`config.mk`:
```
export PLATFORM = sky130hd
export DESIGN_NAME = otg_hpi_master
export DESIGN_NICKNAME = d
export VERILOG_FILES = /design/src/rtl/otg_hpi_master.sv
export SDC_FILE = /design/constraint.sdc
export NUM_CORES = 1
export LEC_CHECK = 0
export CAP_MARGIN = 20
export CORE_ASPECT_RATIO = 0.5
export CORE_MARGIN = 2
export CORE_UTILIZATION = 35
export DETAILED_ROUTE_END_ITERATION = 10
export PLACE_DENSITY_LB_ADDON = 0.12
export SETUP_SLACK_MARGIN = 0.1
export SLEW_MARGIN = 0
export SYNTH_ARGS = -nofsm -noshare
export SYNTH_HDL_FRONTEND = slang
export SYNTH_SLANG_ARGS = --single-unit
```
`constraint.sdc`:
```
create_clock -name clk_clk -period 3.2 [get_ports clk_clk]
set_input_delay 0.64 -clock clk_clk [delete_from_list [all_inputs] [get_ports clk_clk]]
set_output_delay 0.64 -clock clk_clk [all_outputs]
set_load 0.02 [all_outputs]
```
`src/rtl/otg_hpi_master.sv`:
```
// ============================================================================
// otg_hpi_master : burst read/write master for a host-port (HPI) interface
// Revision 1.0 : initial release
// ============================================================================
`default_nettype none

module otg_hpi_master #(
  parameter int DATA_W     = 16,
  parameter int ADDR_W     = 2,
  parameter int MAX_BURST  = 8,
  parameter int SETUP_CYC  = 2,
  parameter int STROBE_CYC = 4,
  parameter int HOLD_CYC   = 1,
  localparam int LEN_W     = $clog2(MAX_BURST + 1)
) (
  input  logic              clk_clk,
  input  logic              reset_reset,

  input  logic              req_valid,
  output logic              req_ready,
  input  logic              req_write,
  input  logic [ADDR_W-1:0] req_addr,
  input  logic [LEN_W-1:0]  req_len,

  input  logic              wr_valid,
  output logic              wr_ready,
  input  logic [DATA_W-1:0] wr_data,

  output logic              rd_valid,
  output logic [DATA_W-1:0] rd_data,
  output logic              rd_last,

  output logic              busy,
  output logic              done,

  output logic [ADDR_W-1:0] otg_hpi_address_export,
  output logic              otg_hpi_cs_export,
  output logic              otg_hpi_r_export,
  output logic              otg_hpi_w_export,
  output logic [DATA_W-1:0] otg_hpi_data_out_port,
  input  logic [DATA_W-1:0] otg_hpi_data_in_port
);

  localparam int C_MAXC_A = (SETUP_CYC > STROBE_CYC) ? SETUP_CYC : STROBE_CYC;
  localparam int C_MAXC   = (C_MAXC_A > HOLD_CYC) ? C_MAXC_A : HOLD_CYC;
  localparam int CNT_W    = $clog2(C_MAXC + 1);

  localparam logic [CNT_W-1:0] C_SETUP_INIT  = CNT_W'(SETUP_CYC - 1);
  localparam logic [CNT_W-1:0] C_STROBE_INIT = CNT_W'(STROBE_CYC - 1);
  localparam logic [CNT_W-1:0] C_HOLD_INIT   = CNT_W'(HOLD_CYC - 1);
  localparam logic [LEN_W-1:0] C_MAX_LEN     = LEN_W'(MAX_BURST);

  typedef enum logic [2:0] {
    S_IDLE   = 3'd0,
    S_WDATA  = 3'd1,
    S_SETUP  = 3'd2,
    S_STROBE = 3'd3,
    S_HOLD   = 3'd4,
    S_FINISH = 3'd5
  } state_t;

  state_t            state_q, state_d;
  logic [CNT_W-1:0]  cnt_q, cnt_d;
  logic [LEN_W-1:0]  words_q, words_d;
  logic              write_q, write_d;
  logic [ADDR_W-1:0] addr_q, addr_d;
  logic [DATA_W-1:0] dout_q, dout_d;
  logic [DATA_W-1:0] rd_data_q, rd_data_d;
  logic              rd_valid_q, rd_valid_d;
  logic              rd_last_q, rd_last_d;
  logic              cs_q, cs_d;
  logic              r_q, r_d;
  logic              w_q, w_d;
  logic              busy_q, busy_d;
  logic              done_q, done_d;
  logic              wr_ready_q, wr_ready_d;
  logic [LEN_W-1:0]  len_eff;

  always_comb begin
    if (req_len == '0)
      len_eff = LEN_W'(1);
    else if (req_len > C_MAX_LEN)
      len_eff = C_MAX_LEN;
    else
      len_eff = req_len;
  end

  always_comb begin
    state_d    = state_q;
    cnt_d      = cnt_q;
    words_d    = words_q;
    write_d    = write_q;
    addr_d     = addr_q;
    dout_d     = dout_q;
    rd_data_d  = rd_data_q;
    rd_valid_d = 1'b0;
    rd_last_d  = 1'b0;

    case (state_q)
      S_IDLE: begin
        if (req_valid) begin
          write_d = req_write;
          addr_d  = req_addr;
          words_d = len_eff;
          if (req_write) begin
            state_d = S_WDATA;
          end else begin
            state_d = S_SETUP;
            cnt_d   = C_SETUP_INIT;
          end
        end
      end
      S_WDATA: begin
        if (wr_valid) begin
          dout_d  = wr_data;
          state_d = S_SETUP;
          cnt_d   = C_SETUP_INIT;
        end
      end
      S_SETUP: begin
        if (cnt_q == '0) begin
          state_d = S_STROBE;
          cnt_d   = C_STROBE_INIT;
        end else begin
          cnt_d = cnt_q - 1'b1;
        end
      end
      S_STROBE: begin
        if (cnt_q == '0) begin
          state_d = S_HOLD;
          cnt_d   = C_HOLD_INIT;
          words_d = words_q - 1'b1;
          // Read data is sampled on the last strobe cycle, presented one cycle later.
          if (!write_q) begin
            rd_valid_d = 1'b1;
            rd_data_d  = otg_hpi_data_in_port;
            rd_last_d  = (words_q == LEN_W'(1));
          end
        end else begin
          cnt_d = cnt_q - 1'b1;
        end
      end
      S_HOLD: begin
        if (cnt_q == '0) begin
          if (words_q != '0) begin
            state_d = write_q ? S_WDATA : S_SETUP;
            cnt_d   = write_q ? '0 : C_SETUP_INIT;
          end else begin
            state_d = S_FINISH;
            cnt_d   = '0;
          end
        end else begin
          cnt_d = cnt_q - 1'b1;
        end
      end
      S_FINISH: begin
        state_d = S_IDLE;
      end
      default: begin
        state_d = S_IDLE;
      end
    endcase

    // Pin-level outputs are decoded from the next state so they register glitch-free.
    cs_d       = !(state_d inside {S_WDATA, S_SETUP, S_STROBE, S_HOLD});
    r_d        = !((state_d == S_STROBE) && !write_d);
    w_d        = !((state_d == S_STROBE) && write_d);
    busy_d     = (state_d != S_IDLE);
    done_d     = (state_d == S_FINISH);
    wr_ready_d = (state_d == S_WDATA);
  end

  always_ff @(posedge clk_clk or posedge reset_reset) begin
    if (reset_reset) begin
      state_q    <= S_IDLE;
      cnt_q      <= '0;
      words_q    <= '0;
      write_q    <= 1'b0;
      addr_q     <= '0;
      dout_q     <= '0;
      rd_data_q  <= '0;
      rd_valid_q <= 1'b0;
      rd_last_q  <= 1'b0;
      cs_q       <= 1'b1;
      r_q        <= 1'b1;
      w_q        <= 1'b1;
      busy_q     <= 1'b0;
      done_q     <= 1'b0;
      wr_ready_q <= 1'b0;
    end else begin
      state_q    <= state_d;
      cnt_q      <= cnt_d;
      words_q    <= words_d;
      write_q    <= write_d;
      addr_q     <= addr_d;
      dout_q     <= dout_d;
      rd_data_q  <= rd_data_d;
      rd_valid_q <= rd_valid_d;
      rd_last_q  <= rd_last_d;
      cs_q       <= cs_d;
      r_q        <= r_d;
      w_q        <= w_d;
      busy_q     <= busy_d;
      done_q     <= done_d;
      wr_ready_q <= wr_ready_d;
    end
  end

  assign req_ready              = (state_q == S_IDLE);
  assign wr_ready               = wr_ready_q;
  assign rd_valid               = rd_valid_q;
  assign rd_data                = rd_data_q;
  assign rd_last                = rd_last_q;
  assign busy                   = busy_q;
  assign done                   = done_q;
  assign otg_hpi_address_export = addr_q;
  assign otg_hpi_cs_export      = cs_q;
  assign otg_hpi_r_export       = r_q;
  assign otg_hpi_w_export       = w_q;
  assign otg_hpi_data_out_port  = dout_q;

endmodule

`default_nettype wire

```
### After elaboration in Yosys (flattened, before gate mapping)

Index checks and enable logic that the tools add are counted.

| word-level totals | value |
|---|---|
| register bits after elaboration | 53 |
| output and inout bits | 43 |
| word-level logic and storage cells | 83 |

| cells by class | value |
|---|---|
| $add $sub $neg | 2 |
| $lt $le $gt $ge | 1 |
| eq/ne operators | 14 |
| muxes and demuxes | 31 |
| bitwise logic cells | 1 |
| reductions and logical operators | 19 |

Operators by type and width:

| operator | count |
|---|---|
| $mux 3 | 12 |
| $pmux 3 s5 | 2 |
| $mux 4 | 4 |
| $eq 3x2->1 const B | 4 |
| $mux 1 | 10 |
| $eq 3x3->1 const B | 3 |
| $ne 2x2->1 const B | 4 |
| $pmux 4 s2 | 1 |
| $reduce_bool 4->1 | 2 |
| $eq 3x1->1 const B | 2 |
| $logic_not 3->1 | 2 |
| $reduce_and 3->1 | 2 |
| $reduce_bool 5->1 | 1 |
| $eq 4x1->1 const B | 1 |
| $gt 4x4->1 const B | 1 |
| $logic_not 1->1 | 4 |
| $logic_not 4->1 | 1 |
| $mux 2 | 2 |
| $reduce_and 2->1 | 2 |
| $reduce_and 4->1 | 1 |
| $sub 4x1->4 const B | 1 |
| $reduce_bool 3->1 | 1 |
| $sub 3x1->3 const B | 1 |
| $logic_and 1x1->1 | 2 |
| 2 further kinds | 2 |

### Longest topological paths before layout

| depth | value |
|---|---|
| depth in word-level cells | 7 |
| mapped depth | 7 |
| mapped depth without buffers | 6 |

### Worst setup path after synthesis

Ideal clock, no wire load.

| timing | value |
|---|---|
| path kind | flip-flop to flip-flop |
| from | reg state_q[0] |
| to | reg r_q (netlist: otg_hpi_r_export) |
| data arrival time | 1.867 ns |
| setup slack | 1.253 ns |
| cell stages (with the launch flop) | 6 |
| buffers on the path | 1 |
| clock period less this slack | 1.947 ns |
| cell sequence | dfrtp_1 > buf_2 > nor3_1 > and2_1 > mux2_2 > nand2b_1 |

| on the way | value |
|---|---|
| cells in the longest elaborated chain, start to end | 5 |
| elaborated cells between the ends (all ways) | 16 |

Ends and longest elaborated chain:

| what | RTL line | RTL |
|---|---|---|
| start, declared | 62 | `state_t state_q, state_d;` |
| start signal, assigned | 191 | `state_q <= state_d;` |
| $logic_not 3->1 | n/a |  |
| via req_ready | 20 | `output logic req_ready,` |
| $mux 1 | 99 | `case (state_q)` |
| via write_d | 65 | `logic write_q, write_d;` |
| $logic_not 1->1 | 166 | `r_d = !((state_d == S_STROBE) && !write_d);` |
| $logic_and 1x1->1 | 166 |  |
| $logic_not 1->1 | 166 |  |
| via r_d | 72 | `logic r_q, r_d;` |
| end signal, assigned | 201 | `r_q <= r_d;` |
| end, declared | 72 |  |

The timed path passes the listed nets, and every way through them passes these cells.
A chain may end at the register's enable or synchronous reset.

### Worst setup path in the final report

| timing | value |
|---|---|
| from | reg state_q[0] |
| to | out req_ready |

| on the way | value |
|---|---|
| cells in the longest elaborated chain, start to end | 1 |

Ends and longest elaborated chain:

| what | RTL line | RTL |
|---|---|---|
| $logic_not 3->1 | 209 | `assign req_ready = (state_q == S_IDLE);` |
| end, declared | 20 |  |

Every way passes these cells.

==> reports/qor.csv <==
stage;metric;value;unit
run_status;status;finished clean;
sta;setup_tns;0;ps
power_and_ir_drop;power_density;1020;mW/mm2
logic_synthesis;ys_seq_area_frac;0.578;
power_and_ir_drop;swShare;0.376;
power_and_ir_drop;power_frac_seq;0.346;
setup_path;required;2560;ps
die;die_h;61.4;um
clock_network;insertion_delay;290;ps
clock_network;cts_buffer_depth;2;
power_and_ir_drop;finalPower;3.44;mW
sta;clock_skew;6.33;ps
finish;syn2layout_area_growth;47.0;%
die;die_area;0.00728;mm2
drt;drtPass1Iterations;4;
sta;timing.fmax;416;MHz
sta;rsz0062_at_grt;no;
global_routing;gr-total-overflow;0;
logic_synthesis;synthCells;179;
setup_path;regToRegStartpoint;state_q[1]$_DFF_PP0_;
min_path;min_path_type;register to register;
sta;tightest_slew;715;ps
global_routing;grt_pass1_wl;7870;um
job;cap_violations;0;
drt;wl;4900;um
sta;fin_ws;797;ps
drt;drtAntennaViolNets;0;
drt;post_drt_wl_per_cell;13.8;um
global_routing;first_global_vias;1658;
setup_path;r2r_cells;5;
power_and_ir_drop;pwr-share-clk;0.154;
die;rows;20;
logic_synthesis;synth.largest_area_cell;dfrtp_1;
setup_path;crit_family;buffers and inverters;
logic_synthesis;ys_dominant_reg_cell;dfrtp_1;
die;die_w;119;um
placed_design;numPortBuffers;85;
logic_synthesis;ys_ff_latch;53;
clock_network;cts.sinks;53;
min_path;hold_start;rd_data[4]$_DFFE_PP0P_;
logic_synthesis;synth_cell_type_count;45;
global_routing;grt_usage;0.141;
setup_path;slowest_stage;clkdlybuf4s50_1;
setup_path;arrival;1760;ps
clock_network;numCtsBuffers;5;
drt;wl_met2;2260;um
sta;slew_violations;0;
sta;setup_viol;0;
die;core_area;0.00621;mm2
drt;vias;1652;
min_path;hold_depth;1;
setup_path;start_kind;register;
power_and_ir_drop;p_sw;1.29;mW
finish;antenna_cells;0;
power_and_ir_drop;power_frac_comb;0.500;
drt;viasPerCell;4.65;
setup_path;cp_num_buf_inv;1;
power_and_ir_drop;p_leak;1.40;nW
setup_path;rrSetupSlack;1190;ps
setup_path;max_stage_delay;650;ps
sta;hold_viol;0;
drt;m1WireLength;2280;um
drt;highest_layer;met4;
logic_synthesis;synth-edff-count;0;
logic_synthesis;syn_area;0.00230;mm2
clock_network;htree_levels;2;
sta;period_needed;2400;ps
clock_network;clockRootBuffer;clkbuf_16;
min_path;whs_endpoint;rd_data[4]$_DFFE_PP0P_;
logic_synthesis;synthTopCellsByArea;dfrtp_1 (54%), mux2_2 (9.3%), mux2_1 (7.8%);
sta;slew_headroom;0.523;
clock_network;cts.clk_slew.worst_paths;70;ps
finish;layout-drive-gt1-share;0.169;
placed_design;globalplace.congestion;0.764;
drt;drt_iter0_markers;64;
logic_synthesis;syn_avg_cell_area;12.9;um2
setup_path;path_cells;nor3_1 -> clkdlybuf4s50_1;
placed_design;pre_cts_ws;819;ps
logic_synthesis;yosys_warnings;0;
die;io_pins;86;
die;start_util;0.371;
power_and_ir_drop;p_int;2.14;mW
sta;timing.final.crit_share;0.751;
setup_path;r2r_end;rd_data[12]$_DFFE_PP0P_;
logic_synthesis;synth_nets;224;
finish;final_util;0.545;
global_routing;grt_max_degree;54;
logic_synthesis;synth_top_area_frac;0.543;
finish;fin_nets;311;
sta;holdWs;487;ps
global_routing;antenna_found_initial;0;
drt;remaining_drc_errors;0;
setup_path;crit_type;register to output port;
clock_network;ctsHoldBuffers;0;
setup_path;critPathCaptureType;output port;
clock_network;postCtsSetupRepairBufs;0;
power_and_ir_drop;vdd_ir_drop_max;279;uV
setup_path;crit_path_max_fanout;13;
clock_network;tritoncts;yes;
logic_synthesis;async_reset_ff_frac;1.00;
drt;met3_length;305;um
placed_design;post-dp-hpwl;3690;um
clock_network;cts_resized;0;
[power groups by stage]
stage	logic, mW	clock network, mW	registers [mW]
CTS	1.74	0.548	1.19
detailed placement	1.74	0	1.20
finish	1.72	0.530	1.19
floorplan	0.789	0	1.45
global route	1.86	0.572	1.23
global placement	1.70	0	1.19
[sequential cells by signal, summed over array words and instances (netlist names)]
signal / flops
rd_data: 16
rd_valid: 1
otg_hpi_r_export: 1
state_q: 3
done: 1
busy: 1
wr_ready: 1
words_q: 4
otg_hpi_w_export: 1
write_q: 1
rd_last: 1
cnt_q: 3
otg_hpi_data_out_port: 16
otg_hpi_cs_export: 1
otg_hpi_address_export: 2
[final cells by class]
type                       count  area (um2)
clock buffer                   5         125
fill                         568        2820
sequential                    53        1330
inverter                      10        37.5
timing repair buffer          86         871
clock inverter                 3        21.3
tap                           88         110
multi-input combinational    110         890
[cells in the mapped netlist, types with 3 or more instances]
cell type / instances
inv_1: 8
mux2_1: 16
nor3_1: 4
dfstp_2: 3
buf_2: 3
nor2_1: 11
o21ai_0: 9
nand2_1: 4
nand2_2: 3
a21oi_1: 5
dfrtp_1: 50
mux2_2: 19
and2_1: 4
[per-layer routing]
layer  track usage  up-vias
li1              -      796
met1         0.183      794
met2         0.238       57
met3        0.0398        5
met4        0.0459        0
met5             0        -
[how the worst max path moves through the flow]
stage | from | to | slack (ps) | cells past startpoint
6_report | state_q[0]$_DFF_PP0_ | req_ready | 800 | 2
3_5_place_dp | wr_valid | otg_hpi_data_out_port[5]$_DFFE_PP0P_ | 820 | 3
5_1_grt | state_q[0]$_DFF_PP0_ | req_ready | 720 | 2
4_1_cts | state_q[0]$_DFF_PP0_ | req_ready | 780 | 2
2_1_floorplan | state_q[0]$_DFF_PP0_ | otg_hpi_r_export$_DFF_PP1_ | 1250 | 5
3_3_place_gp | wr_valid | otg_hpi_data_out_port[3]$_DFFE_PP0P_ | 870 | 3
[kinds of logic after synthesis]
kind of cell / Yosys count / synth area share
and+or+nand+nor: 42 / 0.105
DFF: 53 / 0.578
xor gates and xnor gates: 2 / 0.00761
buffers and inverters: 16 / 0.0359
AOI/OAI and AO/OA: 29 / 0.0913
adders and majority gates: 2 / 0.0109
muxes: 35 / 0.171
[placed cells by master (no fill, tap or decap), drive strengths merged, types with 3 or more instances in the layout]
cell           netlist  layout
nor3                 5       5
clkbuf               0       5
and2                 4       4
a21oi                6       6
mux2                35      35
dfrtp               50      50
dfstp                3       3
o21ai               10      10
nor2                12      12
inv                 10      11
clkdlybuf4s50        0      85
nand2                7       7
[metrics by stage]
stage	cells	instance area (um2)
2_1_floorplan	179	2300
3_3_place_gp	347	3240
3_5_place_dp	347	3240
4_1_cts	355	3380
5_1_grt	355	3380
6_report	355	3380
(Power assumes the default switching activity.)
